==> src/rtl/spi_mmio_bridge.sv <==
// SPI mode-0 slave that turns {RW, A[6:0]} + data-byte frames into single-cycle
// 8-bit MMIO reads/writes. All SPI lines are oversampled in the clk domain.
module spi_mmio_bridge #(
  parameter int SYNC_STAGES = 2,
  parameter int AUTO_INC    = 1
) (
  input  logic       clk,
  input  logic       rst_n,
  input  logic       spi_sclk,
  input  logic       spi_cs_n,
  input  logic       spi_mosi,
  output logic       spi_miso,
  output logic       spi_miso_oe,
  output logic       bus_cs,
  output logic       bus_rd,
  output logic       bus_wr,
  output logic [7:0] bus_addr,
  output logic [7:0] bus_wdata,
  input  logic [7:0] bus_rdata,
  output logic       frame_err
);

  typedef enum logic [1:0] {
    ST_IDLE = 2'd0,
    ST_CMD  = 2'd1,
    ST_DATA = 2'd2
  } state_t;

  logic [SYNC_STAGES-1:0] sclk_sync_r, cs_sync_r, mosi_sync_r;
  logic                   sclk_prev_r, cs_prev_r;
  logic                   sclk_s, cs_n_s, mosi_s;
  logic                   sck_rise_s, sck_fall_s, cs_fall_s, cs_rise_s;
  logic [7:0]             rx_byte_s;

  state_t     state_r, state_nxt_s;
  logic [2:0] bit_cnt_r, bit_cnt_nxt_s;
  logic [6:0] rx_r, rx_nxt_s;
  logic [7:0] tx_r, tx_nxt_s;
  logic       rw_r, rw_nxt_s;
  logic [6:0] addr_q_r, addr_q_nxt_s;
  logic       rd_pend_r, rd_pend_nxt_s;
  logic       oe_r, oe_nxt_s;
  logic       bus_cs_r, bus_cs_nxt_s;
  logic       bus_rd_r, bus_rd_nxt_s;
  logic       bus_wr_r, bus_wr_nxt_s;
  logic [7:0] bus_addr_r, bus_addr_nxt_s;
  logic [7:0] bus_wdata_r, bus_wdata_nxt_s;
  logic       frame_err_r, frame_err_nxt_s;

  // Synchronisers and previous-sample registers for edge detection.
  // CS_n resets to "asserted" so a CS_n held low through reset release never looks like a new falling edge.
  always_ff @(posedge clk or negedge rst_n) begin
    if (!rst_n) begin
      sclk_sync_r <= '0;
      cs_sync_r   <= '0;
      mosi_sync_r <= '0;
      sclk_prev_r <= 1'b0;
      cs_prev_r   <= 1'b0;
    end else begin
      sclk_sync_r <= {sclk_sync_r[SYNC_STAGES-2:0], spi_sclk};
      cs_sync_r   <= {cs_sync_r[SYNC_STAGES-2:0], spi_cs_n};
      mosi_sync_r <= {mosi_sync_r[SYNC_STAGES-2:0], spi_mosi};
      sclk_prev_r <= sclk_sync_r[SYNC_STAGES-1];
      cs_prev_r   <= cs_sync_r[SYNC_STAGES-1];
    end
  end

  assign sclk_s     = sclk_sync_r[SYNC_STAGES-1];
  assign cs_n_s     = cs_sync_r[SYNC_STAGES-1];
  assign mosi_s     = mosi_sync_r[SYNC_STAGES-1];
  assign sck_rise_s = sclk_s & ~sclk_prev_r;
  assign sck_fall_s = ~sclk_s & sclk_prev_r;
  assign cs_fall_s  = ~cs_n_s & cs_prev_r;
  assign cs_rise_s  = cs_n_s & ~cs_prev_r;
  assign rx_byte_s  = {rx_r, mosi_s};

  // Frame FSM next-state, shift registers and bus-cycle generation.
  always_comb begin
    state_nxt_s     = state_r;
    bit_cnt_nxt_s   = bit_cnt_r;
    rx_nxt_s        = rx_r;
    tx_nxt_s        = bus_rd_r ? bus_rdata : tx_r;
    rw_nxt_s        = rw_r;
    addr_q_nxt_s    = addr_q_r;
    rd_pend_nxt_s   = 1'b0;
    oe_nxt_s        = oe_r;
    bus_cs_nxt_s    = 1'b0;
    bus_rd_nxt_s    = 1'b0;
    bus_wr_nxt_s    = 1'b0;
    bus_addr_nxt_s  = bus_addr_r;
    bus_wdata_nxt_s = bus_wdata_r;
    frame_err_nxt_s = 1'b0;

    // A prefetch read belongs to an already completed byte, so it is issued even if CS_n rises now.
    if (rd_pend_r) begin
      bus_cs_nxt_s   = 1'b1;
      bus_rd_nxt_s   = 1'b1;
      bus_addr_nxt_s = {1'b0, addr_q_r};
    end else begin
      bus_cs_nxt_s   = 1'b0;
      bus_rd_nxt_s   = 1'b0;
    end

    case (state_r)
      ST_IDLE: begin
        if (cs_fall_s) begin
          state_nxt_s   = ST_CMD;
          bit_cnt_nxt_s = 3'd0;
          oe_nxt_s      = 1'b1;
          tx_nxt_s      = 8'h00;
        end else begin
          state_nxt_s   = ST_IDLE;
        end
      end
      ST_CMD, ST_DATA: begin
        if (cs_rise_s) begin
          state_nxt_s     = ST_IDLE;
          oe_nxt_s        = 1'b0;
          bit_cnt_nxt_s   = 3'd0;
          frame_err_nxt_s = (bit_cnt_r != 3'd0);
        end else if (sck_rise_s) begin
          rx_nxt_s      = rx_byte_s[6:0];
          bit_cnt_nxt_s = bit_cnt_r + 3'd1;
          if (bit_cnt_r == 3'd7) begin
            if (state_r == ST_CMD) begin
              rw_nxt_s     = rx_byte_s[7];
              addr_q_nxt_s = rx_byte_s[6:0];
              state_nxt_s  = ST_DATA;
              if (rx_byte_s[7]) begin
                bus_cs_nxt_s   = 1'b1;
                bus_rd_nxt_s   = 1'b1;
                bus_addr_nxt_s = {1'b0, rx_byte_s[6:0]};
              end else begin
                bus_rd_nxt_s   = bus_rd_nxt_s;
              end
            end else if (rw_r) begin
              addr_q_nxt_s  = (AUTO_INC != 0) ? addr_q_r + 7'd1 : addr_q_r;
              rd_pend_nxt_s = 1'b1;
            end else begin
              bus_cs_nxt_s    = 1'b1;
              bus_wr_nxt_s    = 1'b1;
              bus_addr_nxt_s  = {1'b0, addr_q_r};
              bus_wdata_nxt_s = rx_byte_s;
              addr_q_nxt_s    = (AUTO_INC != 0) ? addr_q_r + 7'd1 : addr_q_r;
            end
          end else begin
            rw_nxt_s = rw_r;
          end
        end else if (sck_fall_s) begin
          // The fall right after a byte boundary keeps the freshly loaded MSB on MISO.
          tx_nxt_s = (bit_cnt_r != 3'd0) ? {tx_r[6:0], 1'b0} : tx_nxt_s;
        end else begin
          state_nxt_s = state_r;
        end
      end
      default: begin
        state_nxt_s = ST_IDLE;
        oe_nxt_s    = 1'b0;
      end
    endcase
  end

  // State and output registers.
  always_ff @(posedge clk or negedge rst_n) begin
    if (!rst_n) begin
      state_r     <= ST_IDLE;
      bit_cnt_r   <= 3'd0;
      rx_r        <= 7'd0;
      tx_r        <= 8'h00;
      rw_r        <= 1'b0;
      addr_q_r    <= 7'd0;
      rd_pend_r   <= 1'b0;
      oe_r        <= 1'b0;
      bus_cs_r    <= 1'b0;
      bus_rd_r    <= 1'b0;
      bus_wr_r    <= 1'b0;
      bus_addr_r  <= 8'h00;
      bus_wdata_r <= 8'h00;
      frame_err_r <= 1'b0;
    end else begin
      state_r     <= state_nxt_s;
      bit_cnt_r   <= bit_cnt_nxt_s;
      rx_r        <= rx_nxt_s;
      tx_r        <= tx_nxt_s;
      rw_r        <= rw_nxt_s;
      addr_q_r    <= addr_q_nxt_s;
      rd_pend_r   <= rd_pend_nxt_s;
      oe_r        <= oe_nxt_s;
      bus_cs_r    <= bus_cs_nxt_s;
      bus_rd_r    <= bus_rd_nxt_s;
      bus_wr_r    <= bus_wr_nxt_s;
      bus_addr_r  <= bus_addr_nxt_s;
      bus_wdata_r <= bus_wdata_nxt_s;
      frame_err_r <= frame_err_nxt_s;
    end
  end

  assign spi_miso    = oe_r & tx_r[7];
  assign spi_miso_oe = oe_r;
  assign bus_cs      = bus_cs_r;
  assign bus_rd      = bus_rd_r;
  assign bus_wr      = bus_wr_r;
  assign bus_addr    = bus_addr_r;
  assign bus_wdata   = bus_wdata_r;
  assign frame_err   = frame_err_r;

endmodule

==> config.mk <==
export PLATFORM = sky130hd
export DESIGN_NAME = spi_mmio_bridge
export DESIGN_NICKNAME = d
export VERILOG_FILES = /design/src/rtl/spi_mmio_bridge.sv
export SDC_FILE = /design/constraint.sdc
export NUM_CORES = 1
export LEC_CHECK = 0
export CORE_ASPECT_RATIO = 1.25
export CORE_MARGIN = 1.5
export CORE_UTILIZATION = 55
export DETAILED_ROUTE_END_ITERATION = 16
export DONT_BUFFER_PORTS = 1
export GPL_TIMING_DRIVEN = 0
export MAX_ROUTING_LAYER = met4
export PLACE_DENSITY = 0.7
export SYNTH_ARGS = -nofsm -noshare
export SYNTH_HDL_FRONTEND = slang
export SYNTH_SLANG_ARGS = --single-unit
export TNS_END_PERCENT = 30
==> constraint.sdc <==
create_clock -name clk -period 4.99 [get_ports clk]
set_input_delay 0.499 -clock clk [delete_from_list [all_inputs] [get_ports clk]]
set_output_delay 0.499 -clock clk [all_outputs]
set_load 0.01 [all_outputs]
## After elaboration in Yosys (flattened, before gate mapping)

Index checks and enable logic that the tools add are counted.

- Add/sub/neg operators: 2
- Equality and inequality tests: 8
- Mux-type cells: 56
- Bitwise logic cells: 12
- Reductions and logical operators: 11

Operators by type and width:

| operator | count |
|---|---|
| two-way mux 8 bit | 14 |
| two-way mux 1 bit | 30 |
| one-hot mux 8 bit (2 select lines) | 1 |
| two-way mux 3 bit | 3 |
| != test 3 bit, second input constant | 3 |
| AND reduction 3 bit | 3 |
| two-way mux 2 bit | 4 |
| adder 7 x 1 -> 7 bit, second input constant | 1 |
| two-way mux 7 bit | 1 |
| inverter 1 bit | 7 |
| one-hot mux 3 bit (2 select lines) | 1 |
| AND reduction 6 bit | 1 |
| AND 1 bit | 5 |
| AND reduction 5 bit | 1 |
| != test 2 bit, second input constant | 2 |
| one-hot mux 2 bit (2 select lines) | 1 |
| AND reduction 4 bit | 1 |
| adder 3 x 1 -> 3 bit, second input constant | 1 |
| == test 3 bit, second input constant | 1 |
| nonzero test 3 bit | 1 |
| == test 2 x 1 -> 1 bit, second input constant | 1 |
| == test 2 bit, second input constant | 1 |
| logical NOT 2 bit | 1 |
| one-hot mux 1 bit (2 select lines) | 1 |
| 3 further kinds | 3 |

- Flip-flop bits (word level): 58
- Bits of input ports: 13
- Output and inout port bits: 22
- Logic and storage cells: 108

## Depth between registers and ports, before layout

- Word-level depth: 7
- Depth in mapped cells: 8
- Depth with buffers taken out: 7

## Worst setup path before layout

OpenSTA, ideal clock, no wires.

- Path kind: reg-to-reg
- From: reg state_r[0]
- To: reg bus_addr_r[6], in the netlist bus_addr[6]
- Library setup time: 0.126 ns
- Arrival: 1.692 ns
- Data required time: 4.864 ns
- Setup slack: 3.172 ns
- Stages on the path, launching flop included: 9
- Path buffers: 2
- Path through: dfrtp_1 > inv_1 > ha_1 > buf_2 > and4bb_2 > nand3_1 > buf_4 > o21ai_4 > a221o_1

- Word-level cells in the longest chain between the ends: 6
- Elaborated cells between the ends (all ways): 8
- Those cells by class: eq/ne (2); mux (5); reduce/logical (1)

RTL lines:

| element | line | source |
|---|---|---|
| from (decl) | 35 | `state_t state_r, state_nxt_s;` |
| from (signal assigned) | 181 | `state_r <= state_nxt_s;` |
| == test 2 x 1 -> 1 bit | 104, 125 |  |
| two-way mux 8 bit | 125 | `if (state_r == ST_CMD) begin` |
| two-way mux 8 bit | 124 | `if (bit_cnt_r == 3'd7) begin` |
| two-way mux 8 bit | 121 | `end else if (sck_rise_s) begin` |
| two-way mux 8 bit | 116 | `if (cs_rise_s) begin` |
| two-way mux 8 bit * | 104 | `case (state_r)` |
| via bus_addr_nxt_s[6] | 46 | `logic [7:0] bus_addr_r, bus_addr_nxt_s;` |
| to (signal assigned) | 192 | `bus_addr_r <= bus_addr_nxt_s;` |
| to (decl) | 46 |  |

The timed path passes the listed nets; every way through them passes the cells marked *.
A chain may end at the register's enable or synchronous reset.

## Worst setup path after layout

- From: reg state_r[0]
- To: reg bus_addr_r[2], in the netlist bus_addr[2]

The elaborated chain is that of the path after synthesis.

==> results.sh <==
export IMPL_drv_cap=0
export IMPL_final_layout_size_suffix_gt1_frac=0.165
export IMPL_first_global_vias=1652
export IMPL_power_mw=0.972
export IMPL_num_vias=1628
export IMPL_status="finished clean"
export IMPL_tightest_slew_ps=596
export IMPL_place_gp_congestion=0.875
export IMPL_grt_usage=0.222
export IMPL_n_antenna_cell=0
export IMPL_grt_pass1_wl_um=8120
export IMPL_cts_buffer_depth=2
export IMPL_synth_area_top_cells="dfrtp_1 (57%), mux2i_1 (4.7%), nand2_1 (4.0%)"
export IMPL_via_per_inst=5.65
export IMPL_synth_flop_cell="dfrtp_1"
export IMPL_finalCriticalPeriod_ps=2070
export IMPL_placed_area_sq_um=2610
export IMPL_critPathCaptureType="flip-flop"
export IMPL_critPathLaunch="state_r[0]"
export IMPL_cts_tree="yes"
export IMPL_dp_slack_ps=2930
export IMPL_antenna_found_initial=0
export IMPL_reg2reg_slack_ps=2920
export IMPL_p_int_mw=0.752
export IMPL_reg2regPathDepth=8
export IMPL_switching_power_mw=0.219
export IMPL_initialDrtViolationCount=140
export IMPL_fin_cells=288
export IMPL_route_detailed_drc=0
export IMPL_setup_violations=0
export IMPL_ys_seq_elements=58
export IMPL_dp_hpwl_um=3360
export IMPL_synth_common_cells="dfrtp_1 (58), nand2_1 (27), mux2i_1 (12)"
export IMPL_rsz0062_at_grt="no"
export IMPL_grt_max_degree=59
export IMPL_htreeDepth=3
export IMPL_p_leak_nw=1.35
export IMPL_chipWidth_um=63.8
export IMPL_area_growth_pct=11.2
export IMPL_core_area_sq_um=4430
export IMPL_wl_um=4690
export IMPL_die_y_um=79.0
export IMPL_combinationalPowerShare=0.057
export IMPL_drv_slew=0
export IMPL_switching_share=0.226
export IMPL_portBuffers=0
export IMPL_avgSynthCellArea_sq_um=11.9
export IMPL_fin_nets=246
export IMPL_synth_edf_count=0
export IMPL_numCtsBuffers=9
export IMPL_io_pins=35
export IMPL_drt_first_pass_iters=4
export IMPL_whs_ps=34.1
export IMPL_place_inst=272
export IMPL_root_buffer="clkbuf_8"
export IMPL_start_util=0.574
export IMPL_worstPathMaxFanout=10
export IMPL_yosysSeqAreaShare=0.571
export IMPL_async_flop_share=1.00
export IMPL_power_density_nw_per_um2=344
export IMPL_postRouteAntennaNets=0
export IMPL_clockPowerShare=0.420
export IMPL_synth_top_area_frac=0.571
export IMPL_finalSetupTns_ps=0
export IMPL_crit_arrival_ps=2280
export IMPL_crit_required_ps=5200
export IMPL_fin_skew_ps=4.43
export IMPL_synth_nets=234
export IMPL_final_area_sq_um=2830
export IMPL_insertion_delay_ps=330
export IMPL_r2r_end="bus_addr[2]"
export IMPL_period_share=0.415
export IMPL_syn_instance_count=214
export IMPL_clock_sinks=58
export IMPL_rr_startpoint="state_r[0]"
export IMPL_hold_violations=0
export IMPL_row_count=27
export IMPL_min_path_type="input port to async pin"
export IMPL_yosys_area_top_type="dfrtp_1"
export IMPL_start_kind="flip-flop"
export IMPL_die_area_sq_um=5040
export IMPL_final_setup_worst_slack_ps=2920
export IMPL_synth_warning_count=0
export IMPL_synthMostInstantiatedCell="dfrtp_1"
export IMPL_fmax_ghz=0.483
export IMPL_path_clk_slew_ps=60
export IMPL_wire_per_inst_um=16.3
export IMPL_final_util=0.638
export IMPL_seqPwrFrac=0.523
export IMPL_relSlewSlack=0.602
export IMPL_peakVddDrop_mv=0.225
export IMPL_gr_total_overflow=0
export IMPL_synth_cell_types=45
export IMPL_crit_type="flip-flop to flip-flop"
export IMPL_netlist_area_sq_um=2540
## placed cells by master (no fill, tap or decap), types with 7 or more instances in the layout
master      n
dfrtp_1    58
nand2_1    27
mux2i_1    12
a21oi_1    10
clkbuf_8   10
and2_1      9
inv_1       8
o2bb2ai_1   8
mux2_2      8
nor2_1      7
a221o_1     7
ha_1        7
## worst max-delay path by stage
stage	to	slack (ps)	cells past startpoint
after floorplan	bus_addr[6]	3170	8
after global placement	bus_addr[5]	3020	8
after detailed placement	bus_addr[2]	2930	8
after CTS	bus_addr[2]	2900	8
after global routing	bus_addr[2]	2780	8
final	bus_addr[2]	2920	8
## metal layers
metal,GRT usage,vias up,part of all wire
met5,-,-,0
met4,0.0957,0,0.015
met3,0.0708,7,0.041
met2,0.353,33,0.53
met1,0.260,807,0.41
li1,-,781,-
## power groups by stage
stage                     registers [mW]  logic, mW  clock network [mW]
after CTS                          0.509     0.0566               0.419
after global placement             0.517     0.0431                   0
after detailed placement           0.518     0.0447                   0
final                              0.508     0.0558               0.408
after floorplan                    0.509     0.0381                   0
after global routing               0.511     0.0628               0.440
## cell families (layout without fill, tap and decap cells)
family	count (synthesis)	count (layout)	share of synthesized area
compound gates	43	43	0.126
fa+ha+maj	7	7	0.0345
buf+inv	17	33	0.0320
flops	58	58	0.571
mux	20	20	0.0828
simple gates	69	69	0.153
## worst max-delay path: stages, from the launching register on
cell and delay (ps):
dfrtp_1 390, inv_1 80, ha_1 280, buf_2 190, and4bb_2 240, nand3_1 110, inv_2 180, nor3_4 100
a221o_1 370
## registers in the layout (all words and copies together), names as in the netlist
name         cells
frame_err        1
bus_addr         8
bit_cnt_r        3
sclk_sync_r      2
addr_q_r         7
rx_r             7
state_r          2
mosi_sync_r      2
bus_rd           1
tx_r             8
bus_wr           1
cs_prev_r        1
sclk_prev_r      1
rd_pend_r        1
spi_miso_oe      1
bus_wdata        8
cs_sync_r        2
rw_r             1
bus_cs           1
## area by class of cell
type	instances	area [sq um]
plain buffers	8	47.5
clock buffers	12	145
clock inverters	3	40.0
fillers	370	1600
inverters	9	33.8
multi-input cells	139	1010
flip-flops and latches	58	1450
well taps	58	72.6
repair buffers	1	27.5
## repair_timing
action,CTS,global route
endpoints found under the hold margin,58,0
buffers inserted,0,0
hold buffers,1,0
gates resized for setup,0,0
No activity file was read; power rests on OpenSTA's default activity.
